$ cat src/rtl/led_regs_pkg.sv
// Register map shared by the LED controller and anything that drives its bus.
// Holds register addresses, MODE bit positions and register reset values.
package led_regs_pkg;

    typedef enum logic [1:0] {
        ADDR_PATTERN   = 2'd0,
        ADDR_MODE      = 2'd1,
        ADDR_BRIGHT    = 2'd2,
        ADDR_BLINK_DIV = 2'd3
    } reg_addr_e;

    localparam int unsigned MODE_BLINK_EN = 0;
    localparam int unsigned MODE_PWM_EN   = 1;

    localparam logic [7:0] RST_PATTERN   = 8'h00;
    localparam logic [1:0] RST_MODE      = 2'b00;  // only the two defined MODE bits are stored
    localparam logic [7:0] RST_BRIGHT    = 8'hFF;
    localparam logic [7:0] RST_BLINK_DIV = 8'h00;

endpackage

$ cat src/rtl/led_ctrl_if.sv
// Valid/ready register bus for the LED controller.
//   valid  : transaction request        (master -> slave)
//   we     : 1 = write, 0 = read        (master -> slave)
//   addr   : register index             (master -> slave)
//   wdata  : write data                 (master -> slave)
//   ready  : slave accepts this cycle   (slave -> master)
//   rdata  : read data, valid with rvalid (slave -> master)
//   rvalid : one-cycle read data strobe (slave -> master)
interface led_ctrl_if;

    logic       valid;
    logic       ready;
    logic       we;
    logic [1:0] addr;
    logic [7:0] wdata;
    logic [7:0] rdata;
    logic       rvalid;

    modport master (
        output valid, we, addr, wdata,
        input  ready, rdata, rvalid
    );

    modport slave (
        input  valid, we, addr, wdata,
        output ready, rdata, rvalid
    );

endinterface

$ cat src/rtl/led_blink_timer.sv
// Blink phase generator: a free-running prescaler produces one tick every
// 2^PRESCALE_W cycles; every (div+1) ticks the phase toggles.
//   clk     : clock, rising edge
//   rst     : asynchronous active-high reset
//   div     : ticks per half-period minus one
//   restart : clears the tick counter and forces phase high (wins over a tick)
//   phase   : 1 = LEDs may be lit
module led_blink_timer #(
    parameter int unsigned PRESCALE_W = 16
) (
    input  logic       clk,
    input  logic       rst,
    input  logic [7:0] div,
    input  logic       restart,
    output logic       phase
);

    logic [PRESCALE_W-1:0] prescaler;
    logic [7:0]            blink_cnt;
    logic                  tick;

    assign tick = &prescaler;

    always_ff @(posedge clk or posedge rst) begin
        if (rst) begin
            prescaler <= '0;
            blink_cnt <= '0;
            phase     <= 1'b1;
        end else begin
            prescaler <= prescaler + 1'b1;
            if (restart) begin
                blink_cnt <= '0;
                phase     <= 1'b1;
            end else if (tick) begin
                if (blink_cnt == div) begin
                    blink_cnt <= '0;
                    phase     <= ~phase;
                end else begin
                    blink_cnt <= blink_cnt + 8'd1;
                end
            end
        end
    end

endmodule

$ cat src/rtl/led_ctrl.sv
// Memory-mapped LED controller: register file (PATTERN, MODE, BRIGHT,
// BLINK_DIV), PWM dimming and blink gating of the registered LED vector.
//   Mv2_CLK : system clock, rising edge
//   Mv2_RST : asynchronous active-high reset
//   bus     : valid/ready register bus (slave side)
//   Mv2_LED : registered LED drive, 1 = lit
module led_ctrl
    import led_regs_pkg::*;
#(
    parameter int unsigned PRESCALE_W = 16
) (
    input  logic       Mv2_CLK,
    input  logic       Mv2_RST,
    led_ctrl_if.slave  bus,
    output logic [7:0] Mv2_LED
);

    logic [7:0] pattern;
    logic [1:0] mode;
    logic [7:0] bright;
    logic [7:0] blink_div;
    logic [7:0] pwm_cnt;
    logic [7:0] rd_val;
    logic [7:0] rdata;
    logic       ready;
    logic       rvalid;
    logic       accept;
    logic       restart;
    logic       pwm_on;
    logic       phase;
    logic       blink_gate;

    assign bus.ready  = ready;
    assign bus.rdata  = rdata;
    assign bus.rvalid = rvalid;

    assign accept  = bus.valid & ready;
    assign restart = accept & bus.we & (bus.addr == ADDR_BLINK_DIV);

    always_comb begin
        rd_val = '0;
        case (reg_addr_e'(bus.addr))
            ADDR_PATTERN:   rd_val = pattern;
            ADDR_MODE:      rd_val = {6'b0, mode};
            ADDR_BRIGHT:    rd_val = bright;
            ADDR_BLINK_DIV: rd_val = blink_div;
            default:        rd_val = '0;
        endcase
    end

    // BRIGHT = 0xFF must be fully on, which the plain compare cannot reach.
    assign pwm_on     = ~mode[MODE_PWM_EN] | (pwm_cnt < bright) | (bright == 8'hFF);
    assign blink_gate = phase | ~mode[MODE_BLINK_EN];

    // Bus handshake and register file. ready drops for the cycle after every
    // accept, so it can simply be the inverse of the previous accept.
    always_ff @(posedge Mv2_CLK or posedge Mv2_RST) begin
        if (Mv2_RST) begin
            pattern   <= RST_PATTERN;
            mode      <= RST_MODE;
            bright    <= RST_BRIGHT;
            blink_div <= RST_BLINK_DIV;
            ready     <= 1'b1;
            rvalid    <= 1'b0;
            rdata     <= '0;
        end else begin
            ready  <= ~accept;
            rvalid <= accept & ~bus.we;
            if (accept && !bus.we) begin
                rdata <= rd_val;
            end
            if (accept && bus.we) begin
                case (reg_addr_e'(bus.addr))
                    ADDR_PATTERN:   pattern   <= bus.wdata;
                    ADDR_MODE:      mode      <= bus.wdata[1:0];
                    ADDR_BRIGHT:    bright    <= bus.wdata;
                    ADDR_BLINK_DIV: blink_div <= bus.wdata;
                    default:        ;
                endcase
            end
        end
    end

    always_ff @(posedge Mv2_CLK or posedge Mv2_RST) begin
        if (Mv2_RST) begin
            pwm_cnt <= '0;
            Mv2_LED <= '0;
        end else begin
            pwm_cnt <= pwm_cnt + 8'd1;
            Mv2_LED <= pattern & {8{pwm_on}} & {8{blink_gate}};
        end
    end

    led_blink_timer #(
        .PRESCALE_W(PRESCALE_W)
    ) u_blink (
        .clk     (Mv2_CLK),
        .rst     (Mv2_RST),
        .div     (blink_div),
        .restart (restart),
        .phase   (phase)
    );

endmodule

$ cat src/flat_wrapper.sv
// flat-port wrapper written by rule: the top's interface ports become plain ports
module led_ctrl_flat import led_regs_pkg::*;
#(
    parameter int unsigned PRESCALE_W = 16
)
  (Mv2_CLK, Mv2_RST, Mv2_LED, bus_valid, bus_we, bus_addr, bus_wdata, bus_ready, bus_rdata, bus_rvalid);
  led_ctrl_if bus_i ();
  input  logic Mv2_CLK;
  input  logic Mv2_RST;
  output logic [7:0] Mv2_LED;
  input wire logic [$bits(bus_i.valid)-1:0] bus_valid;
  input wire logic [$bits(bus_i.we)-1:0] bus_we;
  input wire logic [$bits(bus_i.addr)-1:0] bus_addr;
  input wire logic [$bits(bus_i.wdata)-1:0] bus_wdata;
  output wire logic [$bits(bus_i.ready)-1:0] bus_ready;
  output wire logic [$bits(bus_i.rdata)-1:0] bus_rdata;
  output wire logic [$bits(bus_i.rvalid)-1:0] bus_rvalid;
  assign bus_i.valid = bus_valid;
  assign bus_i.we = bus_we;
  assign bus_i.addr = bus_addr;
  assign bus_i.wdata = bus_wdata;
  assign bus_ready = bus_i.ready;
  assign bus_rdata = bus_i.rdata;
  assign bus_rvalid = bus_i.rvalid;
  led_ctrl #(.PRESCALE_W(PRESCALE_W)) u_core (.Mv2_CLK(Mv2_CLK), .Mv2_RST(Mv2_RST), .bus(bus_i), .Mv2_LED(Mv2_LED));
endmodule
$ cat config.mk
export PLATFORM = sky130hd
export DESIGN_NAME = led_ctrl_flat
export DESIGN_NICKNAME = d
export VERILOG_FILES = /design/src/rtl/led_regs_pkg.sv /design/src/rtl/led_ctrl_if.sv /design/src/rtl/led_blink_timer.sv /design/src/rtl/led_ctrl.sv /design/src/flat_wrapper.sv
export SDC_FILE = /design/constraint.sdc
export NUM_CORES = 1
export LEC_CHECK = 0
export CORE_MARGIN = 2
export CORE_UTILIZATION = 45
export DETAILED_ROUTE_END_ITERATION = 8
export HOLD_SLACK_MARGIN = 0.08
export REMOVE_ABC_BUFFERS = 1
export SETUP_SLACK_MARGIN = 0.1
export SYNTH_ARGS = -nofsm -noshare
export SYNTH_HDL_FRONTEND = slang
export SYNTH_HIERARCHICAL = 1
export SYNTH_SLANG_ARGS = --single-unit
$ cat constraint.sdc
create_clock -name Mv2_CLK -period 5.1 [get_ports Mv2_CLK]
set_input_delay 1.02 -clock Mv2_CLK [delete_from_list [all_inputs] [get_ports Mv2_CLK]]
set_output_delay 1.02 -clock Mv2_CLK [all_outputs]
set_load 0.005 [all_outputs]
== After elaboration in Yosys (flattened, before gate mapping) ==
Index checks and enable logic that the tools add are counted.
Widths: inputs -> output; s select.

* Bits of input ports: 14
* RAM bits: 0
* Bits in latches: 0
* Word-level logic and storage cells: 54
* Register bits after elaboration: 77
* Memory bits (read-only): 0
* Memories: 0
* Output and inout port bits: 18

* Order comparisons: 1
* $add $sub $neg: 3
* Eq/ne operators: 5
* Multiplexer cells: 7
* Bitwise gates (word level): 14
* Multipliers: 0
* Shifts and indexed selects: 0
* Reduce and logical (&&, ||, !) cells: 12
* Div/mod/pow operators: 0

{| class="wikitable"
|+ Operator list
! kind !! count
|-
| $pmux 8 s4 || 1
|-
| $mux 8 || 3
|-
| $add 16x1->16 const B || 1
|-
| $add 8x1->8 const B || 2
|-
| $and 8x8->8 || 2
|-
| $reduce_and 16->1 || 1
|-
| $reduce_and 2->1 || 5
|-
| $eq 8x8->1 || 1
|-
| $eq 8x8->1 const B || 1
|-
| $lt 8x8->1 || 1
|-
| $not 1->1 || 5
|-
| $and 1x1->1 || 4
|-
| $eq 2x2->1 const B || 2
|-
| $reduce_bool 2->1 || 2
|-
| $mux 1 || 3
|-
| $or 1x1->1 || 3
|-
| $eq 2x1->1 const B || 1
|-
| $logic_and 1x1->1 || 2
|-
| $logic_not 2->1 || 1
|-
| $logic_not 1->1 || 1
|}

== Longest topological paths before layout ==
Gate-level depths: netlist (run 1).

* Depth in word-level cells: 5
* Mapped depth: 7
* Depth with buffers taken out: 6

== Hierarchy ==
The synthesis (run 1) kept the hierarchy.

{| class="wikitable"
|+ Modules (own cells, without submodules)
! module !! cells each !! instances !! sequential area each (um^2) !! area each (um^2)
|-
| led_ctrl || 190 || 1 || 1,312.5 || 2,354.8
|-
| led_blink_timer || 119 || 1 || 626.9 || 1,272.5
|}

== Worst setup path after synthesis (run 1) ==
No wires, ideal clock.

* Kind: input to register
* Start: input port bus_we
* End: register u_core.u_blink.blink_cnt[3]
* Stages: 7
* Library setup time: 122 ps
* Required time: 4,978 ps
* Path slack: 2,805 ps
* Arrival: 2,174 ps
* Buffers on the path: 2
* Cell sequence: and3_1 > buf_2 > nand3_2 > inv_1 > clkbuf_1 > nor2_1 > a32o_1

* Longest elaborated chain between the ends: 3
* Elaborated cells on any way between the ends: 4
* Classes of those cells: mux: 1; bitwise: 2; reduce/logical: 1

{| class="wikitable"
|+ Ends and longest elaborated chain
! element !! RTL line !! RTL
|-
| start, declared || flat_wrapper.sv:12 || <nowiki>input wire logic [$bits(bus_i.we)-1:0] bus_we;</nowiki>
|-
| $and 1x1->1 * (2 in a row) || led_ctrl.sv:38 || <nowiki>assign restart = accept & bus.we & (bus.addr == ADDR_BLINK_DIV);</nowiki>
|-
| named net u_core.restart || led_ctrl.sv:28 || <nowiki>logic restart;</nowiki>
|-
| $mux 8 / $reduce_bool 2->1 (equally long branches) || - ||
|-
| end signal, assigned || led_blink_timer.sv:39 || <nowiki>blink_cnt <= blink_cnt + 8'd1;</nowiki>
|-
| end, declared || led_blink_timer.sv:19 || <nowiki>logic [7:0] blink_cnt;</nowiki>
|}

The timed path passes the listed nets; every way through them passes the cells marked *.
A chain may end at the register's enable or synchronous reset.

== Worst setup path after layout (run 1) ==
* Start: input port bus_addr[0]
* End: register u_core.u_blink.blink_cnt[5]

* Longest elaborated chain between the ends: 3
* Elaborated cells on any way between the ends: 4
* Classes of those cells: eq/ne: 1; mux: 1; bitwise: 1; reduce/logical: 1

{| class="wikitable"
|+ Ends and longest elaborated chain
! element !! RTL line !! RTL
|-
| start, declared || flat_wrapper.sv:13 || <nowiki>input wire logic [$bits(bus_i.addr)-1:0] bus_addr;</nowiki>
|-
| $eq 2x2->1 * || led_ctrl.sv:38 ||
|-
| $and 1x1->1 * || led_ctrl.sv:38 ||
|-
| named net u_core.restart || led_ctrl.sv:28 ||
|-
| $mux 8 / $reduce_bool 2->1 (equally long branches) || - ||
|}

Marks and branches as above.

==> metrics.txt, run 1 <==
Setup crit start=bus_addr[0]; clock skew=between 0.009 and 0.01 ns; VDD IR-drop max=approximately 0.15 mV; routability cong.=0.774; Yosys Warn Count=6; Die Wd=about 94 um; Leak=1.91 nW; CP Launch Type=input pin; Setup crit end kind=flip-flop; Async SR Flop Fraction=100%; Synth Register Bits=77; Port Buffer Count=31; post-route ant nets=0; Placeable Area=about 8000 um2; internal power contribution=between 0.001 and 0.0015 W; Compound-Gate Fraction of Synth Area=7.49%; Distinct cells, synth=50; vias per cell=between 5 and 6; placed cell areas=4020 um2; setup TNS=0 ns; design area=approximately 4200 um2; area delta synth->final=16.9%; WP data arrival=~3 ns; Longest Clk Path Bufs=2; Post-Synthesis Cells=between 300 and 400; synthesized area=around 3600 um2; worst r2r path cells=6; clk_lat worst skew=0.34 ns; Required @ worst endpoint=5.33 ns; crit path to=u_core/u_blink/blink_cnt[5]$_DFFE_PP0P_; Sink Count=77; relative slew slack=around 28%; Clock power frac=around a third; max-cap violations=0; Comb power frac=18.6%; setup slack, reg-to-reg=3.08 ns; final hold violations=0; max-slew violation count=0; HP Class=flip-flop to flip-flop; die area=~8800 um2; Seq/Total Area, Yosys=between 50% and 60%; via count=about 2400; H-tree depth=3; Synth Area in Simple Gates=approximately 16%; # IOs=32; fin crit period=about 2.9 ns; First DRT Iteration DRCs=93; RSZ-0062 raised after global routing=false; EDFF count, synth=0; Syn Area/Cell=around 12 um2; largest family of logic cells by synthesized area=simple AND/OR/NAND/NOR gates; crit path max fanout=18; vias in the first global route=around 2300; routed len/inst=approximately 16 um; kind of critical path=input pin to flip-flop; worst slew pin tran=approximately 1.1 ns; TritonRoute pass-1 iters=4; sw frac=about a quarter; CTS tree=yes; Switch Pwr=about 0.0004 W; fin crit share=between 50% and 60%; # DRC=0; status=completed; initial antenna violation count=0; pwr dens=~370 nW/um2; Cell Rows=32; Clock transition at path regs=0.08 ns; sequential power share=between 40% and 50%; Die H=between 90 and 100 um; Fmax=around 350 MHz; CTS resizes=0; post-DP HPWL=slightly above 5000 um; diode count=0; TritonCTS buffer count=9; R2R Path End=u_core/u_blink/blink_cnt[6]$_DFFE_PP0P_; All-Layer GR Usage=about 17%; Final nets=366; Starting Density=between 40 and 50%; Post-CTS Setup Bufs=0; WHS=approximately 0.47 ns; grt total ovfl=0; FF-to-FF Start=u_core/u_blink/prescaler[0]$_DFF_PP0_; Finish-stage setup viols=0; post-synthesis xor/xnor area fraction=under 10%; top_reg_cell synth=dfrtp_1; final WL=just over 7000 um; mux cell area share after synthesis=roughly 10%; hold-fix buffers at CTS=0; Clock Tree Root=clkbuf_8; largest net degree at the start of global routing=53; adder-cell share of the synthesized area=around 3.4%; fraction of layout cells with a size suffix above 1=a little under a fifth; first-pass GRT wire length=about 12000 um
-- cell usage after synthesis, types with 3 or more instances --
master	count	share of area [%]
nand3_1	7	0.97
o21ai_0	12	1.7
mux2_2	28	8.7
buf_2	4	0.55
a22oi_1	7	1.4
nor2b_1	3	0.52
nand2_1	33	3.4
xnor2_1	12	2.9
nand4_1	6	1.0
and4_1	3	0.72
nor4_1	3	0.52
clkbuf_1	3	0.31
inv_1	14	1.4
ha_1	10	3.4
o21ai_1	4	0.55
dfrtp_1	67	46
and3_1	10	1.7
xor2_1	16	3.9
nor2_1	9	0.93
nor3_1	8	1.1
a21oi_1	4	0.55
dfstp_2	10	7.2
a32o_1	3	0.83
and2_1	5	0.86
-- area by class of cell --
class	instances	area, um2
multi-input cells	209	1590
clock buffers	12	145
clock inverters	4	72.6
fillers	687	3530
flip-flops and latches	77	1940
repair buffers	31	310
well taps	102	128
inverters	14	52.6
-- flip-flops by register name, summed over array words and instances, names as in the netlist, 2 cells and up --
name / count
u_core/Mv2_LED: 8
u_core/blink_div: 8
u_core/bright: 8
u_core/bus.rdata: 8
u_core/mode: 2
u_core/pattern: 8
u_core/pwm_cnt: 8
u_core/u_blink/blink_cnt: 8
u_core/u_blink/prescaler: 16
-- worst max-delay path, stage by stage --
cell,delay (ns)
clkdlybuf4s50_1,0.91
nand3_2,0.37
inv_1,0.41
nor2_1,0.09
a32o_1,0.27
-- metal layers --
| layer | global-route usage (%) | wire length (um) | vias up |
|---|---|---|---|
| met1 | 26.7 | 3800 | 1179 |
| li1 | - | - | 1158 |
| met5 | 0 | 0 | - |
| met4 | 6.16 | 63 | 0 |
| met3 | 2.73 | 197 | 5 |
| met2 | 25.2 | 3050 | 33 |
-- metrics by stage --
stage	setup slack (ns)	util [%]	std cells	power, W
after floorplan	2.84	-	300	0.000939
after global placement	2.00	51.8	433	0.00108
after detailed placement	1.92	51.8	433	0.00109
after CTS	2.27	54.6	449	0.00159
after global routing	2.12	54.6	449	0.00166
final	2.24	54.6	449	0.00157
-- power by group through the flow --
stage / Combinational (W) / Sequential [W] / Clock, W
after global placement: 0.000290 / 0.000791 / 0
final: 0.000293 / 0.000779 / 0.000502
after floorplan: 0.000164 / 0.000776 / 0
after CTS: 0.000297 / 0.000779 / 0.000516
after detailed placement: 0.000296 / 0.000791 / 0
after global routing: 0.000326 / 0.000790 / 0.000544
-- worst min-delay path by stage --
stage	from	end	slack, ns	depth (start not counted)
detailed placement	u_core/bus.ready$_DFF_PP1_	u_core/bus.ready$_DFF_PP1_	0.46	1
CTS	u_core/u_blink/prescaler[14]$_DFF_PP0_	u_core/u_blink/prescaler[14]$_DFF_PP0_	0.47	1
floorplan	u_core/u_blink/prescaler[10]$_DFF_PP0_	u_core/u_blink/prescaler[10]$_DFF_PP0_	0.43	1
global route	u_core/u_blink/prescaler[10]$_DFF_PP0_	u_core/u_blink/prescaler[10]$_DFF_PP0_	0.49	1
global placement	u_core/bus.ready$_DFF_PP1_	u_core/bus.ready$_DFF_PP1_	0.45	1
finish	u_core/u_blink/prescaler[0]$_DFF_PP0_	u_core/u_blink/prescaler[0]$_DFF_PP0_	0.47	1
-- cell usage in the layout, fill, tap and decap left out, drive strengths merged, types with 2 or more instances in the layout --
| cell type | n |
|---|---|
| a21oi | 4 |
| a22oi | 7 |
| a32o | 3 |
| and2 | 5 |
| and3 | 11 |
| and4 | 4 |
| bufinv | 2 |
| clkbuf | 12 |
| clkdlybuf4s50 | 31 |
| dfrtp | 67 |
| dfstp | 10 |
| ha | 10 |
| inv | 14 |
| mux2 | 28 |
| mux4 | 2 |
| nand2 | 34 |
| nand2b | 2 |
| nand3 | 9 |
| nand3b | 2 |
| nand4 | 6 |
| nor2 | 11 |
| nor2b | 3 |
| nor3 | 8 |
| nor4 | 4 |
| o21ai | 16 |
| xnor2 | 12 |
| xor2 | 16 |
-- cells by family (layout without fill, tap and decap cells) --
kind of cell,count (synthesis),after routing
mux,31,31
fa+ha+maj,10,10
xor+xnor,28,28
simple gates,101,101
compound gates,39,39
flops,77,77
buf+inv,23,61
Power figures use the tool's default switching activity.
==> inputs of run 2 (changes only) <==
--- a/config.mk
+++ b/config.mk
@@ -9,6 +9,7 @@
 export CORE_UTILIZATION = 45
 export DETAILED_ROUTE_END_ITERATION = 8
 export HOLD_SLACK_MARGIN = 0.08
+export PLACE_DENSITY = 0.67
 export REMOVE_ABC_BUFFERS = 1
 export SETUP_SLACK_MARGIN = 0.1
 export SYNTH_ARGS = -nofsm -noshare
==> constraint.sdc (replaced) <==
create_clock -name Mv2_CLK -period 2.43 [get_ports Mv2_CLK]
set_input_delay 0.486 -clock Mv2_CLK [delete_from_list [all_inputs] [get_ports Mv2_CLK]]
set_output_delay 0.486 -clock Mv2_CLK [all_outputs]
set_load 0.005 [all_outputs]
==> metrics.txt, run 2 (same netlist as run 1, synthesis figures left out) <==
diode count=0 (unchanged); fin crit period=~1.9 ns; Clock transition at path regs=0.09 ns (was 0.08 ns); H-tree depth=3 (unchanged); Die Wd=93.8 um (unchanged); max-slew violation count=0 (unchanged); fraction of layout cells with a size suffix above 1=20.4% (was 18.4%); FF-to-FF Start=u_core/u_blink/prescaler[0]$_DFF_PP0_ (unchanged); Fmax=approximately 520 MHz; fin crit share=roughly 80%; TritonCTS buffer count=9 (unchanged); crit path max fanout=6 (was 18); relative slew slack=57.2% (was 28.2%); Longest Clk Path Bufs=2 (unchanged); hold path start=u_core/u_blink/prescaler[10]$_DFF_PP0_ (was u_core/u_blink/prescaler[0]$_DFF_PP0_); Starting Density=46.7% (unchanged); most frequent cells in the layout=67 x dfrtp_1, 33 x nand2_1, 31 x clkdlybuf4s50_1 (unchanged); pwr dens=740 nW/um2 (was 371 nW/um2); routed len/inst=15.4 um (was 15.8 um); RSZ-0062 raised after global routing=false (unchanged); area delta synth->final=17.4% (was 16.9%); Leak=1.92 nW (was 1.91 nW); worst r2r path cells=6 (unchanged); final hold violations=0 (unchanged); Post-CTS Setup Bufs=0 (unchanged); Setup crit end kind=flip-flop (unchanged); Die H=93.8 um (unchanged); initial antenna violation count=0 (unchanged); largest net degree at the start of global routing=35 (was 53); die area=8790 um2 (unchanged); # IOs=32 (unchanged); CTS tree=yes (unchanged); WP data arrival=2.20 ns (was 3.08 ns); Sink Count=77 (unchanged); clk_lat worst skew=0.35 ns (was 0.34 ns); post-route ant nets=0 (unchanged); max-cap violations=0 (unchanged); commonest non-fill, non-tap cell in the layout=dfrtp_1 (unchanged); Required @ worst endpoint=2.71 ns (was 5.33 ns); fin util=54.8% (was 54.6%); setup slack, reg-to-reg=0.51 ns (was 3.08 ns); # DRC=0 (unchanged); vias in the first global route=2400 (was 2299); post-DP HPWL=5130 um (was 5160 um); Placeable Area=7770 um2 (unchanged); HP Class=flip-flop to flip-flop (unchanged); CTS resizes=0 (unchanged); hold-critical path depth=1 (unchanged); Clock Tree Root=clkbuf_8 (unchanged); worst slew pin tran=0.642 ns (was 1.08 ns); vias per cell=5.37 (was 5.29); Final nets=372 (was 366); via count=2442 (was 2375); status=completed (unchanged); TritonRoute pass-1 iters=4 (unchanged); R2R Path End=u_core/u_blink/blink_cnt[7]$_DFFE_PP0P_ (was u_core/u_blink/blink_cnt[6]$_DFFE_PP0P_); Port Buffer Count=31 (unchanged); setup TNS=0 ns (unchanged); final WL=7010 um (was 7110 um); worst hold endpoint=u_core/u_blink/prescaler[10]$_DFF_PP0_ (was u_core/u_blink/prescaler[0]$_DFF_PP0_); first-pass GRT wire length=11900 um (was 11800 um); hold-fix buffers at CTS=0 (unchanged); All-Layer GR Usage=17.6% (was 17.5%); VDD IR-drop max=0.293 mV (was 0.153 mV); grt total ovfl=0 (unchanged); max reg flops=16 (unchanged); routability cong.=0.813 (was 0.774); kind of critical path=flip-flop to flip-flop (was input pin to flip-flop); CP Launch Type=flip-flop (was input pin); Reg with most FFs=u_core/u_blink/prescaler (unchanged); clock skew=0.0166 ns (was 0.00932 ns); Finish-stage setup viols=0 (unchanged); Cell Rows=32 (unchanged); First DRT Iteration DRCs=142 (was 93)
## run 2: changes by cell type in the layout (fill, tap and decap cells not counted)
cell and delta:
bufinv_16 -2, clkbuf_8 -1, buf_4 +5, clkbuf_1 -2, buf_12 +1, inv_6 +4
clkinvlp_4 +1
## run 2: stage by stage
stage / power (W) / area [um2] / setup WS, ns / hold slack (ns) / std cells
floorplan: 0.00197 / 3580 / 0.660 / 0.434 / 300
global placement: 0.00227 / 4080 / 0.353 / 0.452 / 439
detailed placement: 0.00229 / 4080 / 0.303 / 0.455 / 439
CTS: 0.00318 / 4260 / 0.519 / 0.471 / 455
global route: 0.00334 / 4260 / 0.420 / 0.493 / 455
finish: 0.00315 / 4260 / 0.510 / 0.464 / 455
## run 2: routing by layer
layer | vias up | GRT usage (%) | share of wire [%]
met5 | - | 0 | 0
met4 | 0 | 6.16 | 1.3
met3 | 8 | 4.33 | 5.3
met2 | 70 | 26.1 | 45
met1 | 1192 | 25.3 | 48
li1 | 1172 | - | -
## run 2: worst max path at each step
stage,from,to,cells after the start
5_1_grt,u_core/bright[6]$_DFFE_PP1P_,u_core/Mv2_LED[1]$_DFF_PP0_,6
4_1_cts,u_core/u_blink/prescaler[0]$_DFF_PP0_,u_core/u_blink/blink_cnt[7]$_DFFE_PP0P_,6
6_report,u_core/u_blink/prescaler[0]$_DFF_PP0_,u_core/u_blink/blink_cnt[7]$_DFFE_PP0P_,6
3_5_place_dp,bus_we,u_core/u_blink/blink_cnt[5]$_DFFE_PP0P_,6
2_1_floorplan,u_core/u_blink/prescaler[0]$_DFF_PP0_,u_core/u_blink/blink_cnt[7]$_DFFE_PP0P_,6
3_3_place_gp,bus_addr[1],u_core/bright[3]$_DFFE_PP1P_,5
## run 2: layout make-up
class | instances | area, um2
fillers | 692 | 3510
flip-flops and latches | 77 | 1940
multi-input cells | 209 | 1590
repair buffers | 37 | 368
well taps | 102 | 128
clock buffers | 9 | 124
clock inverters | 7 | 55.1
inverters | 14 | 52.6
## run 2: power breakdown
group          internal [W]  switching (W)
clock              0.000383       0.000517
sequential          0.00150       0.000135
combinational      0.000362       0.000259
total               0.00224       0.000911
## run 2: worst max-delay path, cell delays in order (launching register included)
cell,delay [ns]
dfrtp_1,0.40
ha_1,0.22
and2_1,0.18
and4_4,0.27
nand3_4,0.11
or4_1,0.51
a31oi_1,0.17
==> inputs of run 3 (changes only) <==
--- a/config.mk
+++ b/config.mk
@@ -9,7 +9,6 @@
 export CORE_UTILIZATION = 45
 export DETAILED_ROUTE_END_ITERATION = 8
 export HOLD_SLACK_MARGIN = 0.08
-export PLACE_DENSITY = 0.67
 export REMOVE_ABC_BUFFERS = 1
 export SETUP_SLACK_MARGIN = 0.1
 export SYNTH_ARGS = -nofsm -noshare
==> constraint.sdc (replaced) <==
create_clock -name Mv2_CLK -period 2 [get_ports Mv2_CLK]
set_input_delay 0.4 -clock Mv2_CLK [delete_from_list [all_inputs] [get_ports Mv2_CLK]]
set_output_delay 0.4 -clock Mv2_CLK [all_outputs]
set_load 0.005 [all_outputs]
==> metrics.txt, run 3 (same netlist as run 1, synthesis figures left out) <==
first-pass GRT wire length=12400 um (was 11900 um); Starting Density=46.7% (unchanged); RSZ-0062 raised after global routing=true (was false); sequential power share=48.0% (was 51.7%); commonest non-fill, non-tap cell in the layout=dfrtp_1 (unchanged); Post-CTS Setup Bufs=0 (unchanged); Switch Pwr=0.00105 W (was 0.000911 W); WP data arrival=2.13 ns (was 2.20 ns); post-placement cell count=445 (was 439); initial antenna violation count=0 (unchanged); Die Wd=93.8 um (unchanged); final WL=7480 um (was 7010 um); crit path max fanout=4 (was 6); most frequent cells in the layout=67 x dfrtp_1, 33 x nand2_1, 31 x clkdlybuf4s50_1 (unchanged); max-slew violation count=0 (unchanged); post-route ant nets=0 (unchanged); via count=2430 (was 2442); worst setup margin=0.136 ns (was 0.510 ns); Clock Tree Root=clkbuf_8 (unchanged); Cell Rows=32 (unchanged); kind of critical path=flip-flop to flip-flop (unchanged); crit path cell chain=ha_2, and2_1, and4_4, nand3_4, or4_1, a31oi_1 (was ha_1, and2_1, and4_4, nand3_4, or4_1, a31oi_1); Longest Clk Path Bufs=2 (unchanged); diode count=0 (unchanged); max-cap violations=0 (unchanged); largest net degree at the start of global routing=53 (was 35); Port Buffer Count=31 (unchanged); post-route insts no fill=461 (was 455); Final nets=378 (was 372); post-DP HPWL=5380 um (was 5130 um); overall power=0.00415 W (was 0.00315 W); vias in the first global route=2415 (was 2400); clk_lat worst skew=0.34 ns (was 0.35 ns); VDD IR-drop max=0.402 mV (was 0.293 mV); CP top delay family=simple AND/OR/NAND/NOR gates (unchanged); Reg with most FFs=u_core/u_blink/prescaler (unchanged); Setup crit end kind=flip-flop (unchanged); Comb power frac=18.7% (was 19.7%); status=completed (unchanged); final hold violations=0 (unchanged); Sink Count=77 (unchanged); Fmax=536 MHz (was 521 MHz); HP Class=input pin to asynchronous set/reset pin (was flip-flop to flip-flop); fin crit period=1.86 ns (was 1.92 ns); TritonCTS buffer count=9 (unchanged); # DRC=0 (unchanged); sw frac=25.2% (was 28.9%); pwr dens=946 nW/um2 (was 740 nW/um2); Required @ worst endpoint=2.27 ns (was 2.71 ns); setup TNS=0 ns (unchanged); clock skew=0.0124 ns (was 0.0166 ns); area delta synth->final=21.0% (was 17.4%); Leak=1.99 nW (was 1.92 nW); routed len/inst=16.2 um (was 15.4 um); FILL cells=705 (was 692); fin crit share=93.2% (was 79.0%); CP Launch Type=flip-flop (unchanged); die area=8790 um2 (unchanged); grt total ovfl=0 (unchanged); slowest CP cell=or4_1 (unchanged); H-tree depth=3 (unchanged); internal power contribution=0.00311 W (was 0.00224 W); dpl ws=0.0177 ns (was 0.303 ns); Clock power frac=33.4% (was 28.5%); Die H=93.8 um (unchanged); max reg flops=16 (unchanged); hold-fix buffers at CTS=0 (unchanged); TritonRoute pass-1 iters=4 (unchanged); All-Layer GR Usage=18.6% (was 17.6%); First DRT Iteration DRCs=143 (was 142); CTS tree=yes (unchanged); Clock transition at path regs=0.08 ns (was 0.09 ns); CP Buf/Inv Count=0 (unchanged); worst slew pin tran=0.467 ns (was 0.642 ns); worst stage delay on the critical path=0.50 ns (was 0.51 ns); relative slew slack=68.6% (was 57.2%); Placeable Area=7770 um2 (unchanged); routability cong.=0.809 (was 0.813); fraction of layout cells with a size suffix above 1=23.4% (was 20.4%); Finish-stage setup viols=0 (unchanged); vias per cell=5.27 (was 5.37); # IOs=32 (unchanged)
run 3: cell types whose count changed in the layout (fill, tap and decap cells not counted), moves of 2 or more:
cell | before | now
bufinv_16 | 0 | 2
clkinvlp_4 | 2 | 0
inv_6 | 4 | 0
clkbuf_8 | 9 | 13
buf_4 | 5 | 11
run 3: final timing paths:
check	startpoint	end	slack (ns)	depth (start not counted)
worst max-delay path	u_core/u_blink/prescaler[0]$_DFF_PP0_	u_core/u_blink/blink_cnt[7]$_DFFE_PP0P_	0.14	6
worst min-delay path	Mv2_RST	u_core/blink_div[2]$_DFFE_PP0P_	0.45	3
worst max register to register	u_core/u_blink/prescaler[0]$_DFF_PP0_	u_core/u_blink/blink_cnt[7]$_DFFE_PP0P_	0.14	6
worst min register to register	u_core/u_blink/prescaler[10]$_DFF_PP0_	u_core/u_blink/prescaler[10]$_DFF_PP0_	0.46	1
max in group asynchronous	Mv2_RST	u_core/u_blink/phase$_DFFE_PP1P_	1.23	3
min in group Mv2_CLK	u_core/u_blink/prescaler[10]$_DFF_PP0_	u_core/u_blink/prescaler[10]$_DFF_PP0_	0.46	1
run 3: what timing repair did:
action / 4_1_cts / 5_1_grt
resized for setup: 0 / 6
endpoints found under the setup margin: 0 / 13
hold endpoints to repair: 0 / 0
run 3: routing by layer:
metal | GRT usage [%] | share of wire [%] | vias to the layer above
met5 | 0 | 0 | -
met4 | 6.52 | 0.40 | 0
met3 | 3.93 | 4.0 | 2
met2 | 28.5 | 46 | 44
met1 | 26.2 | 49 | 1206
li1 | - | - | 1178
run 3: metrics by stage:
step / util (%) / hold WS, ns / cell area, um2
2_1_floorplan: - / 0.427 / 3580
3_3_place_gp: 53.1 / 0.457 / 4130
3_5_place_dp: 53.1 / 0.452 / 4130
4_1_cts: 56.3 / 0.449 / 4370
5_1_grt: 56.5 / 0.477 / 4390
6_report: 56.5 / 0.447 / 4390
run 3: power by group through the flow:
| stage | combinational (W) | sequential (W) | clock [W] |
|---|---|---|---|
| after floorplan | 0.000417 | 0.00198 | 0 |
| after global placement | 0.000751 | 0.00202 | 0 |
| after detailed placement | 0.000769 | 0.00202 | 0 |
| after CTS | 0.000774 | 0.00199 | 0.00143 |
| after global routing | 0.000861 | 0.00202 | 0.00150 |
| final | 0.000776 | 0.00199 | 0.00139 |
run 3: area by class of cell:
type	instances	area, um2	share of cell area, %
clock buffer	13	179	4.08
clock inverter	3	65.1	1.48
inverter	14	52.6	1.20
multi-input combinational	209	1610	36.8
sequential	77	1940	44.2
tap	102	128	2.91
timing repair buffer	43	413	9.40
run 3: worst register-to-register path, cell delays in order, from the launching register on:
cell and delay (ns):
dfrtp_1 0.39, ha_2 0.22, and2_1 0.16, and4_4 0.26, nand3_4 0.08, or4_1 0.50
a31oi_1 0.17
